### config.mk
export PLATFORM = sky130hd
export DESIGN_NAME = des_round_combine
export DESIGN_NICKNAME = d
export VERILOG_FILES = /design/src/rtl/des_round_combine.sv
export SDC_FILE = /design/constraint.sdc
export NUM_CORES = 1
export LEC_CHECK = 0
export CELL_PAD_IN_SITES_DETAIL_PLACEMENT = 0
export CELL_PAD_IN_SITES_GLOBAL_PLACEMENT = 1
export CORE_MARGIN = 2
export CORE_UTILIZATION = 35
export CTS_CLUSTER_SIZE = 14
export DETAILED_ROUTE_END_ITERATION = 12
export PLACE_DENSITY = 0.8
export SYNTH_ARGS = -nofsm -noshare
export SYNTH_HDL_FRONTEND = slang
export SYNTH_SLANG_ARGS = --single-unit
### constraint.sdc
create_clock -name clk -period 1.5 [get_ports clk]
set_input_delay 0.375 -clock clk [delete_from_list [all_inputs] [get_ports clk]]
set_output_delay 0.375 -clock clk [all_outputs]
set_load 0.05 [all_outputs]
### src/rtl/des_round_combine.sv
// DES round combine: applies the P permutation to the S-box outputs, mixes it
// into the Feistel halves and queues the next-round halves in a 2-entry FIFO.
module des_round_combine #(
   parameter int DATA_WIDTH = 32,
   parameter int DEPTH      = 2
) (
   input  logic                  clk,
   input  logic                  rst,
   input  logic [31:0]           sbox_out,
   input  logic [DATA_WIDTH-1:0] l_in,
   input  logic [DATA_WIDTH-1:0] r_in,
   input  logic [3:0]            round_in,
   input  logic                  in_valid,
   output logic                  in_ready,
   output logic [DATA_WIDTH-1:0] l_out,
   output logic [DATA_WIDTH-1:0] r_out,
   output logic [3:0]            round_out,
   output logic                  out_valid,
   input  logic                  out_ready
);

   typedef struct packed {
      logic [3:0]            rnd;
      logic [DATA_WIDTH-1:0] l;
      logic [DATA_WIDTH-1:0] r;
   } entry_t;

   // Standard DES P table, 1-indexed with bit 1 as the MSB.
   localparam int unsigned P_TBL [32] = '{
      16,  7, 20, 21, 29, 12, 28, 17,  1, 15, 23, 26,  5, 18, 31, 10,
       2,  8, 24, 14, 32, 27,  3,  9, 19, 13, 30,  6, 22, 11,  4, 25
   };

   entry_t      mem_q [DEPTH];
   entry_t      mem_d [DEPTH];
   logic        wr_ptr_q, wr_ptr_d;
   logic        rd_ptr_q, rd_ptr_d;
   logic [1:0]  count_q, count_d;

   logic [31:0] f;
   entry_t      new_entry;
   entry_t      head;
   logic        push;
   logic        pop;

   assign in_ready  = (count_q < 2'd2);
   assign out_valid = (count_q != 2'd0);
   assign head      = mem_q[rd_ptr_q];
   // Gate the head with out_valid so an empty buffer never shows old data.
   assign l_out     = out_valid ? head.l   : '0;
   assign r_out     = out_valid ? head.r   : '0;
   assign round_out = out_valid ? head.rnd : '0;

   always_comb begin
      f = '0;
      for (int unsigned j = 0; j < 32; j++) begin
         f[31-j] = sbox_out[32-P_TBL[j]];
      end

      new_entry     = '0;
      new_entry.rnd = round_in;
      if (round_in == 4'd15) begin
         new_entry.l = l_in ^ f;
         new_entry.r = r_in;
      end else begin
         new_entry.l = r_in;
         new_entry.r = l_in ^ f;
      end

      push = in_valid && in_ready;
      pop  = out_valid && out_ready;

      mem_d = mem_q;
      if (push) begin
         mem_d[wr_ptr_q] = new_entry;
      end

      wr_ptr_d = push ? ~wr_ptr_q : wr_ptr_q;
      rd_ptr_d = pop  ? ~rd_ptr_q : rd_ptr_q;

      count_d = count_q;
      if (push && !pop) begin
         count_d = count_q + 2'd1;
      end else if (pop && !push) begin
         count_d = count_q - 2'd1;
      end
   end

   always_ff @(posedge clk) begin
      if (rst) begin
         count_q  <= '0;
         wr_ptr_q <= 1'b0;
         rd_ptr_q <= 1'b0;
         for (int unsigned i = 0; i < DEPTH; i++) begin
            mem_q[i] <= '0;
         end
      end else begin
         count_q  <= count_d;
         wr_ptr_q <= wr_ptr_d;
         rd_ptr_q <= rd_ptr_d;
         for (int unsigned i = 0; i < DEPTH; i++) begin
            mem_q[i] <= mem_d[i];
         end
      end
   end

endmodule

== Word-level counts from Yosys, hierarchy flattened ==
Cells that the tools add are included.

* Bitwise operators: 5
* $add $sub $neg: 2
* Order comparisons: 4
* Multiplexer cells: 12
* Reductions and logical operators: 9
* Equal/unequal tests: 1

{| class="wikitable"
|+ Operators by type and width
! operator !! number
|-
| $mux W68 || 4
|-
| $bwmux W136 || 1
|-
| $demux W68 S1 || 1
|-
| $mux W32 || 2
|-
| $mux W64 || 1
|-
| $xor A32 B32 Y32 || 1
|-
| $logic_and A1 B1 Y1 || 5
|-
| $eq A4 B4 Y1 const B || 1
|-
| $ge A2 B2 Y1 const B || 2
|-
| $mux W2 || 2
|-
| $mux W4 || 1
|-
| $not A1 Y2 || 2
|-
| $reduce_bool A2 Y1 || 2
|-
| $add A2 B1 Y2 const B || 1
|-
| $logic_not A1 Y1 || 2
|-
| $lt A2 B1 Y1 const B || 1
|-
| $lt A2 B2 Y1 const B || 1
|-
| $not A1 Y1 || 2
|-
| $sub A2 B1 Y2 const B || 1
|}

* Output and inout port bits: 70
* Register bits after elaboration: 140

== Depth between registers and ports, before layout ==
* Depth in word-level cells: 6
* Gate-level depth with buffers: 7

== Least setup slack after synthesis ==
Ideal clock, no wire load.

* Path kind: register to output
* From: register rd_ptr_q
* To: output r_out[24]
* Arrival time: 1.622 ns
* Required time: 1.125 ns
* Path slack: -0.497 ns
* Stages on the path, launching flop included: 6
* Cell sequence: dfxtp_1 > buf_2 > buf_4 > buf_2 > mux2i_1 > nor2_1

* Longest elaborated chain between the ends: 5

{| class="wikitable"
|+ RTL lines
! element !! RTL line !! RTL
|-
| start, declared || 37 || <nowiki>logic rd_ptr_q, rd_ptr_d;</nowiki>
|-
| start signal, assigned || 100 || <nowiki>rd_ptr_q <= rd_ptr_d;</nowiki>
|-
| $not A1 Y2 (not written as such) || 48 || <nowiki>assign head = mem_q[rd_ptr_q];</nowiki>
|-
| $mux W68 (not written as such) (3 in a row) || 48 ||
|-
| $mux W32 || 51 || <nowiki>assign r_out = out_valid ? head.r : '0;</nowiki>
|-
| end, declared || 16 || <nowiki>output logic [DATA_WIDTH-1:0] r_out,</nowiki>
|}

Every way passes these cells. The select of a mux whose other input is x is not followed.

== Worst setup path after layout ==
* From: register rd_ptr_q
* To: output r_out[21]

Same word-level chain as after synthesis.

==> flow_summary.toml <==
[clock_network]
clk_path_buf_depth = 2
cts_made_buffers = 17
hold_buffers = 0
cts_max_level = 4
clk_pin_slew_ns = 0.06
insertion_delay_ns = 0.42
cts.sinks = 140
cts-root-buf = "clkbuf_16"
cts_tree = "done"

[pwr]
vdd_drop_max_mv = 1.09
leakage_nw = 4.72
p_per_area_nw_per_um2 = 1520
power.total_mw = 19.5

[routing]
routedWlPerCell_um = 22.5
routed_wl_mm = 24.5
final_antenna_net_count = 0
via_count = 5869
vias_per_cell = 5.40
drtIter0Drc = 237
dr.pass1.iters = 4
drcViolationCount = 0

[critical_path]
cp.arrival_ns = 1.65
worstSetupStartpointType = "flop"
reg2reg_to = "mem_q[64]$_SDFFE_PP0P_"
r2r-start = "count_q[1]$_SDFFE_PP0P_"
critPathLaunch = "rd_ptr_q$_SDFFE_PP0P_"
cp-endpoint = "r_out[21]"
worstPathRequired_ns = 1.12
r2r.worst_path.cells = 8
ff2ff_setup_slack_ns = -0.09
worstPathMaxFanout = 5
crit_type = "flop to output pin"
end_kind = "output pin"

[die]
die_h_um = 143
initial_core_util_pct = 35.9
rows = 50
die_x_um = 143
die_area_um2 = 20400
pin_count = 174
core_um2 = 18800

[synth]
synth_top_cell_area_share_pct = 41.6
synth_fp_nets = 692
netlist_area_um2 = 6740
netlist_instances = 587
synth_top_cells_by_area = "dfxtp_1, mux2i_1, o2bb2ai_2, o2bb2ai_1, xor2_1"
yosysTopAreaCell = "dfxtp_1"
syn_area_per_cell_um2 = 11.5
ys_types = 26
synth_warnings = 0
ys_seq_elements = 140
ys_seq_area_share_pct = 41.6

[cells_and_area]
drive_above_1_share_pct = 58.4
area_growth_pct = 91.1
layout.cells.non_filler = 1087
num_antenna_cells = 0
nets = 945

[global_routing]
grt_max_degree = 35
gr-total-overflow = 0
grt_first_pass_wirelength_mm = 30.7
antenna_found_initial = 0
grt_pass1_vias = 5942
track_usage_pct = 19.2

[timing]
worst_pin_slew_ns = 0.433
setup-tns-final_ns = -34.78
fin_crit_sh_pct = 135
drv_slew = 0
hold_violations = 0
clock_skew_ns = 0.00715
grt_setup_unrepaired = "true"
slew_headroom_pct = 70.3
fmax_ghz = 0.495
whs_ns = 0.473
setup_slack_ns = -0.520
period_needed_ns = 2.02
setup_viol = 177

[outcome]
status = "finished with violations"
violations = "setup timing"

[place]
placed_cells = 1003
dp_slack_ns = -0.447
place_hpwl_mm = 12.8
portBuffers = 173
place_congestion = 0.766

[job]
drv_cap = 0

[hold_path]
hold_depth = 1
worstHoldPathType = "flop to flop"
[kinds of logic after synthesis]
group,count (synthesis),synth area share [%]
AO/OA/AOI/OAI,136,23.1
XOR/XNOR,36,4.68
adder cells (fa/ha/maj),1,0.186
buffers and inverters,54,4.88
flip-flops,140,41.6
multiplexers,136,20.2
AND/OR/NAND/NOR,84,5.31
[synth_stat cells]
cell type	n
dfxtp_1	140
mux2i_1	136
nor2_1	76
o2bb2ai_1	67
o2bb2ai_2	60
xor2_1	35
buf_2	32
buf_6	10
clkbuf_1	6
a22o_1	4
buf_4	3
inv_1	2
o21ai_0	2
or3_1	2
a21oi_1	1
a21oi_2	1
a2bb2o_2	1
ha_1	1
inv_2	1
nand2b_4	1
nand3b_1	1
nand4_1	1
nor2_2	1
nor3b_1	1
nor3b_4	1
xnor2_1	1
[layout by cell type, fill, tap and decap left out, types with 10 or more instances in the layout]
cell type and n:
buf_16 10, o2bb2ai_1 12, dfxtp_1 136, nor2_4 26, mux2i_1 48, o2bb2ai_2 97
buf_12 62, buf_4 41, clkbuf_16 33, mux2i_2 44, buf_6 43, nor2_2 45
mux2i_4 44, o2bb2ai_4 18, clkdlybuf4s50_1 102, xor2_1 35
[report_power, final]
part | internal, mW | total, mW | switching [mW]
Sequential | 4.29 | 4.91 | 0.617
Clock | 2.88 | 4.53 | 1.65
Combinational | 5.00 | 10.1 | 5.08
Total | 12.2 | 19.5 | 7.35
[how the worst min path moves through the flow]
stage / from / to / slack (ns)
floorplan: mem_q[100]$_SDFFE_PP0P_ / mem_q[100]$_SDFFE_PP0P_ / 0.43
global placement: mem_q[33]$_SDFFE_PP0P_ / mem_q[33]$_SDFFE_PP0P_ / 0.44
detailed placement: mem_q[14]$_SDFFE_PP0P_ / mem_q[14]$_SDFFE_PP0P_ / 0.45
CTS: mem_q[47]$_SDFFE_PP0P_ / mem_q[47]$_SDFFE_PP0P_ / 0.47
global route: mem_q[60]$_SDFFE_PP0P_ / mem_q[60]$_SDFFE_PP0P_ / 0.48
finish: mem_q[104]$_SDFFE_PP0P_ / mem_q[104]$_SDFFE_PP0P_ / 0.47
[worst max-delay path: stages (launching register included)]
cell	delay, ns
dfxtp_4	0.41
buf_12	0.16
buf_12	0.15
mux2i_2	0.27
nor2_2	0.07
buf_6	0.16
[state kept, by name (all words and copies together), names as in the netlist]
register  cells
count_q       2
wr_ptr_q      1
rd_ptr_q      1
mem_q       136
[through the flow]
stage / area [um2] / utilization (%)
2_1_floorplan: 7060 / -
3_3_place_gp: 9730 / 51.9
3_5_place_dp: 9730 / 51.9
4_1_cts: 11100 / 59.1
5_1_grt: 12900 / 68.6
6_report: 12900 / 68.6
[area by class of cell]
| class | instances | area (um2) |
|---|---|---|
| clock inverters | 10 | 163 |
| fillers | 1245 | 5900 |
| flip-flops and latches | 140 | 2820 |
| inverters | 3 | 22.5 |
| clock buffers | 22 | 464 |
| well taps | 234 | 293 |
| repair buffers | 283 | 3860 |
| multi-input cells | 395 | 5260 |
[routing by layer]
metal | vias to the layer above | part of all wire, % | track usage (%)
met5 | - | 0 | 0
li1 | 2699 | - | -
met1 | 2937 | 41 | 24.1
met4 | 0 | 2.5 | 6.67
met3 | 48 | 4.1 | 3.72
met2 | 185 | 52 | 33.1
[timing repair]
action | in CTS | in global routing
pin swaps | 12 | 13
endpoints found under the setup margin | 157 | 182
gates resized for setup | 102 | 195
gates cloned | 7 | 24
buffers inserted | 14 | 10
No activity file was read; power rests on OpenSTA's default activity.
